[src/rtl/serial_alu_seq.sv]
// serial_alu_seq: bit-serial sequencer wrapped around a single one-bit ALU cell.
// Operands are fed to the cell LSB-first, one bit per clock. The cell's carry-out
// is registered and returned as the next carry-in. Result bits are collected
// into a WIDTH-bit word, and the final carry is reported with it.
module serial_alu_seq #(
  parameter int WIDTH = 8
) (
  input  logic             clk,
  input  logic             rst,
  input  logic             start,
  input  logic [1:0]       op,
  input  logic [WIDTH-1:0] a_in,
  input  logic [WIDTH-1:0] b_in,
  input  logic             cin_in,
  output logic             alu_a,
  output logic             alu_b,
  output logic             alu_cin,
  output logic             alu_c0,
  output logic             alu_c1,
  input  logic             alu_y,
  input  logic             alu_z,
  output logic             busy,
  output logic             done,
  output logic [WIDTH-1:0] result,
  output logic             carry_out
);

  // Bit counter width; the counter only ever spans 0..WIDTH-1.
  localparam int CW = (WIDTH > 1) ? $clog2(WIDTH) : 1;
  localparam logic [CW-1:0] LAST_BIT = CW'(WIDTH - 1);

  typedef enum logic [1:0] {
    IDLE  = 2'd0,
    SHIFT = 2'd1,
    DONE  = 2'd2
  } state_t;

  state_t           r_state;
  logic [WIDTH-1:0] r_aSh;
  logic [WIDTH-1:0] r_bSh;
  logic [WIDTH-1:0] r_rSh;
  logic             r_carryQ;
  logic [1:0]       r_opQ;
  logic [CW-1:0]    r_cnt;
  logic [WIDTH-1:0] r_result;
  logic             r_carryOut;

  logic             w_inShift;
  logic [WIDTH-1:0] w_nextRSh;

  // The cell is only driven while bits are in flight; otherwise it sees zeros.
  always_comb begin
    w_inShift = (r_state == SHIFT);
    w_nextRSh = {alu_y, r_rSh[WIDTH-1:1]};
    alu_a     = w_inShift & r_aSh[0];
    alu_b     = w_inShift & r_bSh[0];
    alu_cin   = w_inShift & r_carryQ;
    alu_c0    = w_inShift & r_opQ[0];
    alu_c1    = w_inShift & r_opQ[1];
    busy      = w_inShift;
    done      = (r_state == DONE);
    result    = r_result;
    carry_out = r_carryOut;
  end

  // Sequencer state machine: capture on start, shift one bit per clock, then
  // publish result and carry for exactly one DONE cycle. Reset beats start.
  always_ff @(posedge clk) begin
    if (rst) begin
      r_state    <= IDLE;
      r_aSh      <= '0;
      r_bSh      <= '0;
      r_rSh      <= '0;
      r_carryQ   <= 1'b0;
      r_opQ      <= 2'b00;
      r_cnt      <= '0;
      r_result   <= '0;
      r_carryOut <= 1'b0;
    end else begin
      case (r_state)
        IDLE, DONE: begin
          if (start) begin
            r_aSh    <= a_in;
            r_bSh    <= b_in;
            r_carryQ <= cin_in;
            r_opQ    <= op;
            r_cnt    <= '0;
            r_state  <= SHIFT;
          end else begin
            r_state  <= IDLE;
          end
        end
        SHIFT: begin
          r_rSh    <= w_nextRSh;
          r_aSh    <= {1'b0, r_aSh[WIDTH-1:1]};
          r_bSh    <= {1'b0, r_bSh[WIDTH-1:1]};
          r_carryQ <= alu_z;
          if (r_cnt == LAST_BIT) begin
            r_result   <= w_nextRSh;
            r_carryOut <= alu_z;
            r_state    <= DONE;
          end else begin
            r_cnt <= r_cnt + 1'b1;
          end
        end
        default: begin
          r_state <= IDLE;
        end
      endcase
    end
  end

endmodule

[config.mk]
export PLATFORM = sky130hd
export DESIGN_NAME = serial_alu_seq
export DESIGN_NICKNAME = d
export VERILOG_FILES = /design/src/rtl/serial_alu_seq.sv
export SDC_FILE = /design/constraint.sdc
export NUM_CORES = 1
export LEC_CHECK = 0
export BUFFER_PORTS_ARGS = -buffer_cell sky130_fd_sc_hd__buf_2
export CAP_MARGIN = 20
export CORE_UTILIZATION = 56
export DETAILED_ROUTE_END_ITERATION = 6
export GPL_TIMING_DRIVEN = 0
export PLACE_DENSITY = 0.83
export RECOVER_POWER = 25
export SYNTH_ARGS = -nofsm -noshare
export SYNTH_HDL_FRONTEND = slang
export SYNTH_SLANG_ARGS = --single-unit
[constraint.sdc]
create_clock -name clk -period 2.7 [get_ports clk]
set_clock_uncertainty 0.1 [all_clocks]
set_input_delay 0.27 -clock clk [delete_from_list [all_inputs] [get_ports clk]]
set_output_delay 0.27 -clock clk [all_outputs]
set_load 0.1 [all_outputs]
* Yosys cells after proc, flatten, opt, wreduce, memory -nomap -nowiden
Index checks and enable logic that the tools add are counted.
Storage, ports and cells: register bits 41, bits of input ports 24, output and inout bits 16, logic and storage cells 40
Operators by class: $add $sub $neg 1, eq/ne operators 6, multiplexer cells 12, bitwise operators 5, reduce and logical (&&, ||, !) cells 7
Operators with widths (count):
- $pmux 8 s2 | 2
- $mux 8 | 2
- $mux 3 | 2
- $pmux 3 s2 | 1
- $reduce_and 2->1 | 3
- $and 1x1->1 | 5
- $ne 2x2->1 const B | 2
- $pmux 2 s2 | 1
- $add 3x1->3 const B | 1
- $eq 3x3->1 const B | 1
- $reduce_and 3->1 | 1
- $eq 2x1->1 const B | 1
- $eq 2x2->1 const B | 1
- $logic_not 2->1 | 1
- $mux 1 | 2
- $mux 2 | 1
- $ne 2x1->1 const B | 1
- $pmux 1 s2 | 1
- $reduce_bool 2->1 | 1
- $reduce_or 2->1 | 1

* Depth between registers and ports, before layout
Gate-level depths: netlist (run 1).
word-level depth 4, mapped depth 6, mapped depth without buffers 5

* Worst setup path before layout (run 1)
No wires, ideal clock.
path type reg-to-output, start register r_state[1], end output port alu_a, arrival time 1869 ps, data required time 2330 ps, path slack 461 ps, stages on the path, launching flop included 5, buffers on the path 1, cells stage by stage dfxtp_1 -> nand2b_1 -> inv_2 -> buf_2 -> and2_1
On the way: longest elaborated chain between the ends 2
Ends and longest elaborated chain:
- start: declaration | line 38 | state_t r_state;
- start signal: assignment | line 70 | r_state <= IDLE;
- start signal: assignment | line 88 | r_state <= SHIFT;
- start signal: assignment | line 90 | r_state <= IDLE;
- $eq 2x1->1 | line 53 | w_inShift = (r_state == SHIFT);
- net busy | line 22 | output logic busy,
- $and 1x1->1 | line 55 | alu_a = w_inShift & r_aSh[0];
- end: declaration | line 15 | output logic alu_a,
The timed path passes the listed nets, and every way through them passes these cells.

* Worst setup path in the final report (run 1)
start register r_state[0], end output port alu_c1
On the way: longest elaborated chain between the ends 2
Ends and longest elaborated chain:
- $eq 2x1->1 | line 53
- $and 1x1->1 | line 59 | alu_c1 = w_inShift & r_opQ[1];
- end: declaration | line 19 | output logic alu_c1,
No other way between the ends.

==> impl_metrics.yaml, run 1 <==
run_status:
  outcome: "complete, but fails checks"
  violations: "DRC"
clock_tree:
  htree_levels: 2
  clk_latency_ns: 0.34
  cts_hold_buf: 0
  clkTransAtPathRegs_ns: 0.11
  cts_sinks: 40
  cts_setup_buffers: 0
  cts_made_buffers: 5
  cts_tree: "yes"
  cts_max_path_buffers: 2
  cts_root_buf: "clkbuf_4"
  cts_resized: 0
floorplanning:
  io_pins: 40
  die_w_um: 57.0
  start_util_pct: 60.3
  dieHeight_um: 57.0
  coreArea_um2: 2810
  die_area_um2: 3240
  core.rowCount: 19
sta:
  fin_crit_sh_pct: 80.8
  max_freq_mhz: 459
  layout_setup_ws_ns: 0.519
  setup_tns_ns: 0
  hold_viol: 0
  rsz0062_at_grt: "false"
  finalSetupViolCount: 0
  worst_pin_slew_ns: 0.577
  min_period_ns: 2.18
  relSlewSlack_pct: 61.5
  slew_viol_final: 0
yosys:
  syn_nets: 227
  synth_area_um2: 1690
  synth_cell_types: 19
  synth_cells: 201
  synth_seq_cells: 40
  avgSynthCellArea_um2: 8.42
  yosysSeqAreaShare_pct: 47.3
  synth_warnings: 0
power:
  leakage_uw: 0.000810
  power.density_nw_per_um2: 558
  peakVddDrop_v: 0.000380
setup_path:
  slowest_stage: "dfxtp_1"
  worstPathRequired_ns: 2.33
  reg2regPathDepth: 6
  startpoint_type: "flip-flop"
  critPathTopFamily: "buffers and inverters"
  cp.buffers_inverters: 3
  critical_path_arrival_ns: 1.81
  critPathCaptureType: "output port"
  critical_path_class: "flip-flop to output port"
  r2r_end: "result[6]$_SDFFE_PP0P_"
  r2r-start: "r_cnt[0]$_SDFFE_PP0P_"
  crit_chain: "nand2b_1, inv_1, buf_2, and2_1, buf_2"
  cp_max_fo: 10
  rrSetupSlack_ns: 1.02
  crit_top_cell: "buf_2"
  slowest_delay_ns: 0.43
route:
  drt_iter0_drc: 47
  wl_um: 3270
  dr.pass1.iters: 6
  viasPerCell: 5.33
  vias: 1476
  route.detailed.drc: 2
  ant_nets: 0
  avgRoutedWirePerCell_um: 11.8
place:
  place.detailed.hpwl_um: 2450
  io_buffers: 38
  gp_congestion: 0.777
  place_ws_ns: 0.934
final_layout:
  final_common_cell: "nand2_1"
  drive_above_1_share_pct: 26.0
  regArea_um2: 801
  fillers: 240
  final_cell_mix: "61 x nand2_1, 42 x buf_2, 40 x dfxtp_1, 24 x a21oi_1, 16 x nor2_1"
  diodes: 0
  multi_input_area_um2: 797
  num-nets-final: 272
  area_growth_pct: 15.9
global_routing:
  grt_max_degree: 12
  grt_antenna_before_repair: 0
  grt.overflow.total: 0
  grt_pass1_wl_um: 5900
  grt_pass1_vias: 1361
  track_usage_pct: 23.5
min_path:
  whs_endpoint: "r_opQ[0]$_SDFFE_PP0P_"
  min-delay-start: "op[0]"
  hp-class: "input port to flip-flop"
  hold_path_depth: 3
flow_run:
  drv_cap: 0
-- worst min-delay path: stages --
cell,delay (ns)
buf_2,0.09
nand2_1,0.04
a21oi_1,0.05
-- cell families (layout without fill, tap and decap cells) --
kind of cell,Yosys count,count (layout),synth area share (%)
flip-flops,40,40,47.3
buffers and inverters,16,61,5.55
AND/OR/NAND/NOR,104,104,26.3
adder cells (fa/ha/maj),2,2,1.48
AO/OA/AOI/OAI,39,39,19.3
-- sequential cells by signal (all words and copies together), names as in the netlist --
register and flops:
r_opQ 2, r_aSh 8, r_carryQ 1, r_bSh 8, carry_out 1, result 8
r_rSh 7, r_cnt 3, r_state 2
-- layout make-up --
type | instances | share of cell area [%]
sequential | 40 | 40.8
tap | 31 | 1.98
timing repair buffer | 38 | 9.70
multi-input combinational | 145 | 40.7
clock buffer | 6 | 2.11
buffer | 15 | 4.28
inverter | 1 | 0.191
clock inverter | 1 | 0.255
-- metal layers --
metal  GRT usage, %  wire (um)  vias to the layer above
met5              0          0                        -
met4           8.01         46                        0
met3           6.58        182                        7
met2           37.1       1520                       39
met1           31.1       1520                      656
li1               -          -                      774
-- report_power, final --
group          internal [uW]  leakage, uW  switching [uW]
Sequential               620     0.000327            16.1
Combinational           64.2     0.000455             118
Clock                   96.0    0.0000281             181
-- synth_stat cells (all sizes together) --
master | number | area [um2]
a311oi | 15 | 206
nand2 | 61 | 229
inv | 1 | 3.75
nand2b | 3 | 18.8
nand3b | 1 | 7.51
nor2 | 16 | 60.1
dfxtp | 40 | 801
ha | 2 | 25.0
clkbuf | 4 | 15.0
and2 | 5 | 31.3
buf | 11 | 75.1
or3b | 1 | 8.76
a21oi | 24 | 120
nand3 | 14 | 70.1
nor3b | 1 | 7.51
nor2b | 2 | 12.5
-- worst max-delay path by stage --
stage	slack [ns]	endpoint	cells after the start	startpoint
6_report	0.52	alu_c1	5	r_state[0]$_SDFFE_PP0P_
5_1_grt	0.35	alu_a	5	r_state[0]$_SDFFE_PP0P_
4_1_cts	0.53	alu_c1	5	r_state[0]$_SDFFE_PP0P_
3_5_place_dp	0.93	alu_cin	5	r_state[0]$_SDFFE_PP0P_
3_3_place_gp	0.93	alu_a	5	r_state[0]$_SDFFE_PP0P_
2_1_floorplan	0.46	alu_a	4	r_state[1]$_SDFFE_PP0P_
-- through the flow --
stage	hold slack, ns	power [uW]	cells	instance area [um2]	utilization, %
after floorplan	0.306	787	201	1690	-
after global placement	0.338	832	270	1920	68.5
after detailed placement	0.344	834	270	1920	68.5
after CTS	0.0418	1110	277	1970	70.1
after global routing	0.0383	1150	277	1960	69.9
final	0.0478	1090	277	1960	69.9
Power figures use the tool's default switching activity.
==> run 2: changes to the inputs <==
--- a/config.mk
+++ b/config.mk
@@ -7,10 +7,10 @@
 export LEC_CHECK = 0
 export BUFFER_PORTS_ARGS = -buffer_cell sky130_fd_sc_hd__buf_2
 export CAP_MARGIN = 20
-export CORE_UTILIZATION = 56
+export CORE_UTILIZATION = 47
 export DETAILED_ROUTE_END_ITERATION = 6
 export GPL_TIMING_DRIVEN = 0
-export PLACE_DENSITY = 0.83
+export PLACE_DENSITY = 0.74
 export RECOVER_POWER = 25
 export SYNTH_ARGS = -nofsm -noshare
 export SYNTH_HDL_FRONTEND = slang
==> constraint.sdc (replaced) <==
create_clock -name clk -period 1.8 [get_ports clk]
set_clock_uncertainty 0.1 [all_clocks]
set_input_delay 0.18 -clock clk [delete_from_list [all_inputs] [get_ports clk]]
set_output_delay 0.18 -clock clk [all_outputs]
set_load 0.1 [all_outputs]
==> run 2 against run 1 <==
Net effect:
- the flow now finishes without violations
- non-clock buffer count up 14
- wire length up 17%
- final area up 11%
- sequential power up 50%
- sequential share of layout area down 4.0 points
- critical path type unchanged
==> impl_metrics.yaml, run 2 (synthesis results as in run 1) <==
run_status:
  outcome: "completed"
floorplanning:
  io_pins: 40
  die_w_um: 62.0
  coreArea_um2: 3390
  dieHeight_um: 62.0
  start_util_pct: 49.9
  die_area_um2: 3840
  core.rowCount: 21
sta:
  max_freq_mhz: 595
  worst_pin_slew_ns: 0.613
  slew_viol_final: 0
  setup_tns_ns: 0
  hold_viol: 0
  finalSetupViolCount: 0
  fin_crit_sh_pct: 93.4
  rsz0062_at_grt: "false"
  relSlewSlack_pct: 59.1
  min_period_ns: 1.68
place:
  place.detailed.hpwl_um: 2570
  io_buffers: 38
  gp_congestion: 0.748
final_layout:
  multi_input_area_um2: 808
  diodes: 0
  fillers: 302
  area_growth_pct: 29.0
  final_common_cell: "nand2_1"
  final_cell_mix: "61 x nand2_1, 38 x dfxtp_1, 35 x buf_2, 24 x a21oi_1, 16 x nor2_1"
  drive_above_1_share_pct: 29.6
  num-nets-final: 286
  final_util_pct: 64.4
  regArea_um2: 803
setup_path:
  critPathCaptureType: "output port"
  cp_max_fo: 13
  critPathTopFamily: "simple AND/OR/NAND/NOR gates"
  crit_chain: "nand2b_2, clkinv_4, and2_2, buf_12"
  cp.buffers_inverters: 2
  startpoint_type: "flip-flop"
  slowest_delay_ns: 0.37
  critical_path_arrival_ns: 1.40
  critical_path_class: "flip-flop to output port"
  worstPathRequired_ns: 1.52
  slowest_stage: "dfxtp_2"
clock_tree:
  clk_latency_ns: 0.35
  cts_sinks: 40
  cts_root_buf: "clkbuf_4"
  cts_tree: "yes"
  clkTransAtPathRegs_ns: 0.12
  cts_max_path_buffers: 2
  htree_levels: 2
  cts_made_buffers: 5
global_routing:
  grt_max_degree: 14
  grt_pass1_vias: 1428
  grt_antenna_before_repair: 0
  track_usage_pct: 22.2
  grt.overflow.total: 0
  grt_pass1_wl_um: 6110
route:
  wl_um: 3820
  dr.pass1.iters: 4
  viasPerCell: 5.09
  vias: 1559
  drt_iter0_drc: 61
  route.detailed.drc: 0
  avgRoutedWirePerCell_um: 12.5
  ant_nets: 0
min_path:
  hp-class: "input port to flip-flop"
power:
  power.density_nw_per_um2: 778
  peakVddDrop_v: 0.000393
  leakage_uw: 0.000876
flow_run:
  drv_cap: 0
[run 2: cell count changes in the layout (fill, tap and decap cells not counted), sizes merged]
cell	before	now
dlygate4sd3	0	12
buf	46	48
clkbuf	13	12
clkinv	1	2
clkinvlp	0	1
inv	1	0
[run 2: what timing repair did]
| action | in CTS | in global routing |
|---|---|---|
| hold buffers | 9 | 3 |
| pin swaps | 0 | 1 |
| setup endpoints to repair | 6 | 14 |
| gates cloned | 0 | 0 |
| gates resized for setup | 13 | 6 |
| buffers inserted | 0 | 3 |
| endpoints found under the hold margin | 10 | 3 |
[run 2: layout make-up]
type	count	share of cell area, %
Tap cell	46	2.64
Clock inverter	2	0.573
Timing Repair Buffer	53	17.2
Sequential cell	40	36.8
Clock buffer	5	1.72
Inverter	1	0.401
Buffer	14	3.61
Multi-Input combinational cell	145	37.0
[run 2: layer usage]
| layer | vias to the layer above | wire length, um | track usage (%) |
|---|---|---|---|
| li1 | 799 | - | - |
| met1 | 718 | 1680 | 25.5 |
| met2 | 35 | 1940 | 39.5 |
| met3 | 7 | 143 | 6.83 |
| met4 | 0 | 58 | 6.67 |
| met5 | - | 0 | 0 |
[run 2: path summary, 6_finish.rpt]
path	start	to	slack [ns]	cells past startpoint
setup / recovery	r_state[1]$_SDFFE_PP0P_	alu_a	0.12	4
hold / removal	a_in[5]	r_aSh[5]$_SDFFE_PP0P_	0.01	3
setup reg to reg	r_cnt[0]$_SDFFE_PP0P_	result[5]$_SDFFE_PP0P_	0.20	7
hold reg to reg	result[4]$_SDFFE_PP0P_	result[4]$_SDFFE_PP0P_	0.36	2
[run 2: tightest hold or removal path: stages]
cell and delay, ns:
buf_2 0.09, nand2_1 0.06, a311oi_2 0.09
[run 2: metrics by stage]
| stage | hold slack, ns | setup slack, ns | power (uW) | cells | area [um2] |
|---|---|---|---|---|---|
| final | 0.0149 | 0.119 | 1700 | 306 | 2180 |
| after floorplan | 0.216 | -0.101 | 1180 | 201 | 1700 |
| after global placement | 0.330 | 0.0541 | 1250 | 285 | 1950 |
| after global routing | 0.000456 | 0.00863 | 1790 | 306 | 2180 |
| after detailed placement | 0.332 | 0.0503 | 1260 | 285 | 1950 |
| after CTS | 0.000476 | 0.0254 | 1700 | 300 | 2120 |
[run 2: report_power, final]
part           internal, uW  switching, uW
clock                   143            284
combinational           126            187
sequential              930           26.3
total                  1200            498
==> run 3: changes to the inputs <==
--- a/config.mk
+++ b/config.mk
@@ -7,10 +7,10 @@
 export LEC_CHECK = 0
 export BUFFER_PORTS_ARGS = -buffer_cell sky130_fd_sc_hd__buf_2
 export CAP_MARGIN = 20
-export CORE_UTILIZATION = 47
+export CORE_UTILIZATION = 52
 export DETAILED_ROUTE_END_ITERATION = 6
 export GPL_TIMING_DRIVEN = 0
-export PLACE_DENSITY = 0.74
+export PLACE_DENSITY = 0.78
 export RECOVER_POWER = 25
 export SYNTH_ARGS = -nofsm -noshare
 export SYNTH_HDL_FRONTEND = slang
==> constraint.sdc (replaced) <==
create_clock -name clk -period 1.6 [get_ports clk]
set_clock_uncertainty 0.1 [all_clocks]
set_input_delay 0.16 -clock clk [delete_from_list [all_inputs] [get_ports clk]]
set_output_delay 0.16 -clock clk [all_outputs]
set_load 0.1 [all_outputs]
==> run 3 against run 2 <==
Net effect:
- die area fell by 9.3%
- sequential share of layout area fell by 2.2 points
- final area rose by 6.8%
- non-clock buffer count rose by 7
- wire length rose by 10%
- clock power rose by 10%
- cell count rose by 2.0%
- count of clock-buffer cells in the layout rose by 1
- via count rose by 5.6%
- first-iteration DRC count fell by 18%
- register-to-register slack got worse by 0.15 ns
- utilization rose by 11 points
- critical endpoint is now alu_b
- highest routed layer unchanged
==> impl_metrics.yaml, run 3 (synthesis results as in run 1) <==
sta:
  hold_viol: 0
  worst_hold_slack_ns: 0.0224
  layout_setup_ws_ns: 0.0475
  worst_pin_slew_ns: 0.621
  relSlewSlack_pct: 58.6
  slew_viol_final: 0
  rsz0062_at_grt: "true"
  max_freq_mhz: 644
  fin_crit_sh_pct: 97.0
  finalSetupViolCount: 0
  min_period_ns: 1.55
clock_tree:
  htree_levels: 2
  cts_made_buffers: 5
  clkTransAtPathRegs_ns: 0.11
  cts_max_path_buffers: 2
  cts_root_buf: "clkbuf_4"
  clk_latency_ns: 0.34
  cts_tree: "yes"
  cts_sinks: 40
route:
  avgRoutedWirePerCell_um: 13.5
  ant_nets: 0
  vias: 1647
  route.detailed.drc: 0
  wl_um: 4200
  viasPerCell: 5.28
  drt_iter0_drc: 50
  dr.pass1.iters: 4
final_layout:
  drive_above_1_share_pct: 31.7
  final_util_pct: 75.7
  area_growth_pct: 37.8
  final_cell_mix: "61 x nand2_1, 37 x dfxtp_1, 35 x buf_2, 21 x a21oi_1, 19 x dlygate4sd3_1"
  fillers: 231
  diodes: 0
  num-nets-final: 294
  final_common_cell: "nand2_1"
flow_run:
  drv_cap: 0
power:
  intPower_uw: 1370
  peakVddDrop_v: 0.000609
  p_sw_uw: 564
  comb_power_share_pct: 20.1
  power.density_nw_per_um2: 831
  leakage_uw: 0.000930
  clockPowerShare_pct: 24.3
  p_sw_share_pct: 29.1
  sequentialPowerShare_pct: 55.6
  fin_total_pwr_uw: 1940
setup_path:
  critical_path_class: "flip-flop to output port"
  cp_max_fo: 7
  rrSetupSlack_ns: 0.05
  startpoint_type: "flip-flop"
  critPathCaptureType: "output port"
  critical_path_arrival_ns: 1.29
  slowest_delay_ns: 0.35
  worstPathRequired_ns: 1.34
  crit_chain: "nand2b_4, inv_8, and2_4, buf_8"
  slowest_stage: "dfxtp_2"
min_path:
  hp-class: "input port to flip-flop"
global_routing:
  grt_pass1_wl_um: 6780
  grt_pass1_vias: 1577
  track_usage_pct: 26.1
  grt_antenna_before_repair: 0
  grt.overflow.total: 0
  grt_max_degree: 14
floorplanning:
  dieHeight_um: 59.0
  core.rowCount: 20
  io_pins: 40
  die_w_um: 59.0
  coreArea_um2: 3080
  start_util_pct: 55.0
  die_area_um2: 3490
run_status:
  outcome: "completed"
place:
  gp_congestion: 0.739
  io_buffers: 38
  place_ws_ns: -0.0746
  place.detailed.hpwl_um: 2560
[run 3: cell count changes in the layout (fill, tap and decap cells not counted), sizes merged]
cell and change:
buf +1, clkinv -1, clkinvlp -1, dlygate4sd3 +7, inv +2
[run 3: what timing repair did]
action,in CTS,in global routing
gates resized for setup,25,17
hold buffers,18,1
cloned,0,2
hold endpoints to repair,19,1
pin swaps,1,1
setup endpoints to repair,15,18
setup buffers,1,1
[run 3: critical path: cells and delay by family (launching register included)]
| family | cells | cell delay (ns) |
|---|---|---|
| buffers and inverters | 2 | 0.27 |
| flip-flops | 1 | 0.35 |
| AND/OR/NAND/NOR | 2 | 0.32 |
[run 3: final cells by class]
| cell class | instances | area, um2 | share of cell area (%) |
|---|---|---|---|
| multi-input combinational | 145 | 836 | 35.9 |
| inverter | 1 | 11.3 | 0.483 |
| timing repair buffer | 60 | 479 | 20.6 |
| clock inverter | 1 | 5.00 | 0.215 |
| buffer | 14 | 90.1 | 3.86 |
| timing repair inverter | 1 | 6.26 | 0.268 |
| clock buffer | 6 | 41.3 | 1.77 |
| tap | 44 | 55.1 | 2.36 |
| sequential | 40 | 807 | 34.6 |
[run 3: routing by layer]
layer	global-route usage, %	wire [um]	vias up
met3	5.90	143	14
met1	28.9	1700	771
met5	0	0	-
met2	47.6	2230	50
li1	-	-	812
met4	11.6	130	0
[run 3: path summary, 6_finish.rpt]
kind	from	to	cells past startpoint
setup / recovery	r_state[1]$_SDFFE_PP0P_	alu_b	4
hold / removal	b_in[1]	r_bSh[1]$_SDFFE_PP0P_	3
setup reg to reg	r_cnt[0]$_SDFFE_PP0P_	result[2]$_SDFFE_PP0P_	7
hold reg to reg	result[1]$_SDFFE_PP0P_	result[1]$_SDFFE_PP0P_	2
[run 3: power by group through the flow]
| stage | Sequential [uW] | Combinational [uW] | Clock (uW) |
|---|---|---|---|
| 6_report | 1080 | 390 | 471 |
| 5_1_grt | 1080 | 419 | 527 |
| 4_1_cts | 1080 | 369 | 487 |
| 3_5_place_dp | 1100 | 317 | 0 |
| 3_3_place_gp | 1100 | 312 | 0 |
| 2_1_floorplan | 1090 | 243 | 0 |
[run 3: stage by stage]
stage	setup TNS [ns]	instances	instance area [um2]
after floorplan	-0.343	201	1700
after global placement	-0.405	283	1950
after detailed placement	-0.678	283	1950
after CTS	0	308	2260
after global routing	-0.0449	312	2330
final	0	312	2330
